**src/rtl/bias_load_sequencer.sv**
```systemverilog
// Bias-load controller: clears the bias unit, fetches N biases with bounded reads in flight,
// streams them into the bias load port, then enables the datapath and tracks channel_idx.
module bias_load_sequencer #(
    parameter int unsigned BIAS_WIDTH      = 32,
    parameter int unsigned ADDR_WIDTH      = 32,
    parameter int unsigned MAX_CHANNELS    = 512,
    parameter int unsigned MAX_OUTSTANDING = 4,
    // num_channels carries one bit more than channel_idx so MAX_CHANNELS itself is expressible
    localparam int unsigned CNT_W = $clog2(MAX_CHANNELS + 1),
    localparam int unsigned IDX_W = $clog2(MAX_CHANNELS)
) (
    input  logic                  clk,
    input  logic                  rst,
    input  logic                  start,
    input  logic                  stop,
    input  logic [ADDR_WIDTH-1:0] base_addr,
    input  logic [CNT_W-1:0]      num_channels,
    output logic                  busy,
    output logic                  done,
    output logic                  error,
    output logic                  mem_req,
    output logic [ADDR_WIDTH-1:0] mem_addr,
    input  logic                  mem_gnt,
    input  logic                  mem_rvalid,
    input  logic [BIAS_WIDTH-1:0] mem_rdata,
    output logic                  load_bias,
    output logic                  bias_valid,
    output logic [BIAS_WIDTH-1:0] bias_in,
    input  logic                  bias_loaded,
    output logic                  enable,
    input  logic                  acc_valid,
    output logic                  acc_ready,
    output logic                  acc_fire,
    output logic [IDX_W-1:0]      channel_idx
);

    localparam int unsigned STRIDE = BIAS_WIDTH / 8;

    typedef enum logic [2:0] {
        S_IDLE,
        S_CLEAR,
        S_FETCH,
        S_WAIT_LOADED,
        S_RUN
    } state_t;

    state_t                state_q, state_d;
    logic [ADDR_WIDTH-1:0] base_q, base_d;
    logic [CNT_W-1:0]      n_q, n_d;
    logic [CNT_W-1:0]      issue_q, issue_d;
    logic [CNT_W-1:0]      resp_q, resp_d;
    logic [CNT_W-1:0]      ch_q, ch_d;
    logic                  error_q, error_d;
    logic                  done_q, done_d;
    logic                  bvalid_q, bvalid_d;
    logic [BIAS_WIDTH-1:0] bias_q, bias_d;

    logic                  start_legal;
    logic [CNT_W-1:0]      in_flight;
    logic                  req;
    logic                  grant;
    logic                  rsp_ok;
    logic                  rsp_bad;
    logic                  fire;

    assign start_legal = (num_channels != '0) && (num_channels <= CNT_W'(MAX_CHANNELS));
    assign in_flight   = issue_q - resp_q;
    // req can only fall on a grant, so mem_req/mem_addr stay stable while waiting for mem_gnt
    assign req         = (state_q == S_FETCH) && (issue_q < n_q)
                         && (in_flight < CNT_W'(MAX_OUTSTANDING));
    assign grant       = req && mem_gnt;
    assign rsp_ok      = (state_q == S_FETCH) && mem_rvalid && (resp_q != issue_q);
    assign rsp_bad     = mem_rvalid && !rsp_ok;
    assign fire        = (state_q == S_RUN) && acc_valid;

    always_ff @(posedge clk) begin
        if (rst) begin
            state_q  <= S_IDLE;
            base_q   <= '0;
            n_q      <= '0;
            issue_q  <= '0;
            resp_q   <= '0;
            ch_q     <= '0;
            error_q  <= 1'b0;
            done_q   <= 1'b0;
            bvalid_q <= 1'b0;
            bias_q   <= '0;
        end else begin
            state_q  <= state_d;
            base_q   <= base_d;
            n_q      <= n_d;
            issue_q  <= issue_d;
            resp_q   <= resp_d;
            ch_q     <= ch_d;
            error_q  <= error_d;
            done_q   <= done_d;
            bvalid_q <= bvalid_d;
            bias_q   <= bias_d;
        end
    end

    always_comb begin
        state_d  = state_q;
        base_d   = base_q;
        n_d      = n_q;
        issue_d  = issue_q;
        resp_d   = resp_q;
        ch_d     = ch_q;
        error_d  = error_q;
        done_d   = 1'b0;
        bvalid_d = 1'b0;
        bias_d   = bias_q;

        case (state_q)
            S_IDLE: begin
                if (start) begin
                    if (start_legal) begin
                        state_d = S_CLEAR;
                        base_d  = base_addr;
                        n_d     = num_channels;
                        error_d = 1'b0;
                    end else begin
                        error_d = 1'b1;
                    end
                end
            end
            S_CLEAR: begin
                issue_d = '0;
                resp_d  = '0;
                ch_d    = '0;
                state_d = S_FETCH;
            end
            S_FETCH: begin
                if (grant) begin
                    issue_d = issue_q + CNT_W'(1);
                end
                if (rsp_ok) begin
                    resp_d   = resp_q + CNT_W'(1);
                    bvalid_d = 1'b1;
                    bias_d   = mem_rdata;
                    if (resp_q + CNT_W'(1) == n_q) begin
                        state_d = S_WAIT_LOADED;
                    end
                end
            end
            S_WAIT_LOADED: begin
                if (bias_loaded) begin
                    state_d = S_RUN;
                    done_d  = 1'b1;
                end
            end
            S_RUN: begin
                if (fire) begin
                    ch_d = (ch_q == n_q - CNT_W'(1)) ? '0 : ch_q + CNT_W'(1);
                end
                // A legal start outranks stop and reloads; an illegal one only flags error
                if (start && start_legal) begin
                    state_d = S_CLEAR;
                    base_d  = base_addr;
                    n_d     = num_channels;
                    error_d = 1'b0;
                end else begin
                    if (start) begin
                        error_d = 1'b1;
                    end
                    if (stop) begin
                        state_d = S_IDLE;
                    end
                end
            end
            default: state_d = S_IDLE;
        endcase

        if (rsp_bad) begin
            error_d = 1'b1;
        end
    end

    assign busy        = (state_q != S_IDLE);
    assign done        = done_q;
    assign error       = error_q;
    assign mem_req     = req;
    assign mem_addr    = req ? (base_q + ADDR_WIDTH'(issue_q) * ADDR_WIDTH'(STRIDE)) : '0;
    assign load_bias   = (state_q == S_CLEAR);
    assign bias_valid  = bvalid_q;
    assign bias_in     = bias_q;
    assign enable      = (state_q == S_RUN);
    assign acc_ready   = (state_q == S_RUN);
    assign acc_fire    = fire;
    assign channel_idx = ch_q[IDX_W-1:0];

endmodule

```
**config.mk**
```make
export PLATFORM = sky130hd
export DESIGN_NAME = bias_load_sequencer
export DESIGN_NICKNAME = d
export VERILOG_FILES = /design/src/rtl/bias_load_sequencer.sv
export SDC_FILE = /design/constraint.sdc
export NUM_CORES = 1
export LEC_CHECK = 0
export ABC_AREA = 1
export CAP_MARGIN = 40
export CORE_UTILIZATION = 42
export CTS_CLUSTER_DIAMETER = 50
export CTS_CLUSTER_SIZE = 12
export DETAILED_ROUTE_END_ITERATION = 8
export PLACE_DENSITY_LB_ADDON = 0.3
export SYNTH_ARGS = -nofsm -noshare
export SYNTH_HDL_FRONTEND = slang
export SYNTH_SLANG_ARGS = --single-unit
```
**constraint.sdc**
```tcl
create_clock -name clk -period 6.3 [get_ports clk]
set_input_delay 1.89 -clock clk [delete_from_list [all_inputs] [get_ports clk]]
set_output_delay 1.89 -clock clk [all_outputs]
set_load 0.03 [all_outputs]
```
==> flow_summary_export.csv <==
group,metric,value,unit
run_status,outcome,"completed",
worst_setup_path,endpoint,"mem_addr[12]",
worst_hold_path,min_from,"base_q[0]",
clock_tree,h-tree-depth,3,
clock_tree,cts-hold-fix-buffers,0,
worst_setup_path,critPathMaxStageDelay,0.68,ns
synthesis,yosys_warnings,0,
worst_setup_path,cp.required,4.41,ns
synthesis,synth.area.mux_share,0,%
clock_tree,numCtsBuffers,9,
worst_setup_path,cpMaxStageDelayCell,"clkdlybuf4s50_1",
synthesis,syn_area,0.00692,mm2
global_route,grt_pass1_vias,6589,
synthesis,yosysUniqueCellTypes,42,
synthesis,synth_compound_area_share,14.4,%
sta,slew_headroom,57.0,%
power,p_per_area,262,mW/mm2
sta,final_hold_viol_count,0,
layout,most-common-layout-cells,"nand2_1 (221), clkdlybuf4s50_1 (163), nor2_1 (157)",
worst_setup_path,path_class,"flip-flop to output port",
sta,holdWs,0.456,ns
worst_setup_path,critPathMaxFanout,31,
synthesis,synth_cells,1044,
clock_tree,tritoncts,"yes",
floorplanning,start_util,43.3,%
global_route,grt_max_degree,72,
routing,vias,7150,
worst_hold_path,hold_path_class,"flip-flop to flip-flop",
layout,nets,1297,
clock_tree,cts_buffer_depth,2,
placement,port_buffers,163,
routing,drc,0,
synthesis,synth_top_family_by_area,"simple AND/OR/NAND/NOR gates",
global_route,grt.total_usage,23.4,%
global_route,overflow,0,
worst_setup_path,reg2reg_from,"resp_q[4]",
sta,tns,0,ns
worst_setup_path,crit_buf_inv,4,
synthesis,synthAdderAreaFrac,6.07,%
synthesis,syn_nets,1159,
routing,ant_nets,0,
synthesis,synth-simple-area-share,33.5,%
worst_setup_path,ff2ff_path_depth,13,
worst_setup_path,path_cells,"inv_1, ha_1, a21oi_2, nor2_1, nor2_1, nand2_1, nand2_1, nand3_1, nor3_2, nand3_2, buf_4, inv_1, nand2_1, nor2_1, clkdlybuf4s50_1",
clock_tree,cts_root_buf,"clkbuf_16",
layout,drive_gt1_share,5.48,%
layout,multiInputGateArea,0.00409,mm2
floorplanning,core,0.0160,mm2
routing,drtIter0Drc,368,
run,maxCapViolCount,0,
floorplanning,dieHeight,130,um
routing,wl,19500,um
sta,slew_violations,0,
floorplanning,pin_count,164,
layout,area_delta_synth_final,29.2,%
worst_setup_path,crit_arrival,3.50,ns
global_route,antenna_found_initial,0,
clock_tree,insertion_delay,0.36,ns
sta,max_slew.worst_pin.slew,0.645,ns
synthesis,ys_seq_elements,110,
layout,seqCellArea,0.00220,mm2
worst_setup_path,endpoint_kind,"output port",
routing,via_per_inst,5.10,
placement,dp_hpwl,14300,um
global_route,grt_pass1_wl,31500,um
worst_setup_path,cp.depth,15,
sta,max_freq,186,MHz
routing,post_drt_wl_per_cell,13.9,um
clock_tree,path_clk_slew,0.07,ns
sta,finalCriticalPeriod,5.39,ns
layout,fillCellCount,1630,
floorplanning,row_count,46,
placement,gp_congestion,0.885,
sta,skew,0.00657,ns
sta,period_share,85.5,%
clock_tree,cts_resized,0,
power,power_leakage,0.00355,uW
routing,drt_first_pass_iters,5,
synthesis,synth_xor_area_share,5.21,%
synthesis,avgSynthCellArea,6.63,um2
layout,antennaDiodeCount,0,
worst_setup_path,startpoint_type,"flip-flop",
floorplanning,die_width,130,um
floorplanning,die_area,0.0170,mm2
power,ir_drop,153,uV
worst_setup_path,crit_family,"buffers and inverters",
worst_setup_path,startpoint,"resp_q[4]",
sta,setup_viol,0,
sta,rsz0062_at_grt,"no",
clock_tree,post-cts-setup-buffers,0,
worst_setup_path,r2r-end,"issue_q[4]",
clock_tree,cts_sinks,110,
layout,final_common_cell,"nand2_1",
synthesis,ys_seq_area_share,31.8,%
worst_setup_path,r2r_slack,3.41,ns
[per-stage QoR]
step | power (uW) | area [um2] | utilization, % | setup slack (ns) | cells
after floorplan | 1500 | 6920 | - | 1.99 | 1044
after global placement | 1780 | 8640 | 54.0 | 1.07 | 1386
after detailed placement | 1790 | 8670 | 54.2 | 1.07 | 1387
after CTS | 2350 | 8950 | 55.9 | 0.901 | 1402
after global routing | 2500 | 8950 | 55.9 | 0.635 | 1402
final | 2340 | 8950 | 55.9 | 0.911 | 1402
[report_power, final]
group | leakage (uW) | switching [uW] | internal [uW]
clock network | 0.000134 | 276 | 281
registers | 0.000893 | 79.1 | 776
logic | 0.00252 | 587 | 341
[sequential cells by signal (all words and copies together), names as in the netlist]
signal,cells
base_q,32
bias_in,32
bias_valid,1
ch_q,10
done,1
error,1
issue_q,10
n_q,10
resp_q,10
state_q,3
[kinds of logic (layout without fill, tap and decap cells)]
| family | Yosys count | count (layout) |
|---|---|---|
| AND/OR/NAND/NOR | 521 | 521 |
| AO/OA/AOI/OAI | 191 | 191 |
| buffers and inverters | 151 | 293 |
| flip-flops | 110 | 110 |
| XOR/XNOR | 38 | 38 |
| adder cells (fa/ha/maj) | 33 | 33 |
[worst min path at each step]
stage	to	slack [ns]	cells past startpoint
2_1_floorplan	base_q[0]	0.43	2
3_3_place_gp	base_q[0]	0.45	2
3_5_place_dp	base_q[0]	0.45	2
4_1_cts	base_q[0]	0.46	2
5_1_grt	base_q[0]	0.48	2
6_report	base_q[0]	0.46	2
[Yosys cell counts, drive strengths merged]
library cell | instances | area [um2]
o2bb2ai | 1 | 8.76
a21oi | 100 | 508
nand4 | 16 | 106
inv | 107 | 402
nor2 | 160 | 613
o21a | 1 | 7.51
or2 | 5 | 31.3
a21boi | 2 | 15.0
fa | 1 | 20.0
o21ai | 78 | 390
o21bai | 2 | 15.0
nand2 | 225 | 855
nor4 | 3 | 18.8
a21o | 3 | 22.5
clkbuf | 21 | 78.8
nand3 | 62 | 315
xor2 | 21 | 184
nand3b | 4 | 30.0
xnor3 | 2 | 45.0
nor3b | 3 | 32.5
xnor2 | 15 | 131
ha | 32 | 400
a211oi | 1 | 7.51
dfxtp | 110 | 2200
buf | 21 | 140
clkinv | 2 | 7.51
a31oi | 3 | 18.8
nor3 | 43 | 317
[tightest hold or removal path: stages, from the launching register on]
cell,delay (ns)
dfxtp_1,0.30
inv_1,0.06
a21oi_1,0.05
[area by class of cell]
type,instances,area share (%)
repair buffers,169,19.0
clock buffers,11,2.71
clock inverters,4,0.364
well taps,216,3.02
inverters,109,4.57
flip-flops and latches,110,24.6
multi-input cells,783,45.7
[metal layers]
layer  share of wire [%]  vias to the layer above  track usage (%)  routed length, um
met5                   0                        -                0                  0
met4                 1.8                        0             7.91                342
met3                 7.4                       26             5.42               1440
met2                  46                      229             38.7               8910
met1                  45                     3230             30.0               8840
li1                    -                     3665                -                  -
Power figures use the tool's default switching activity.
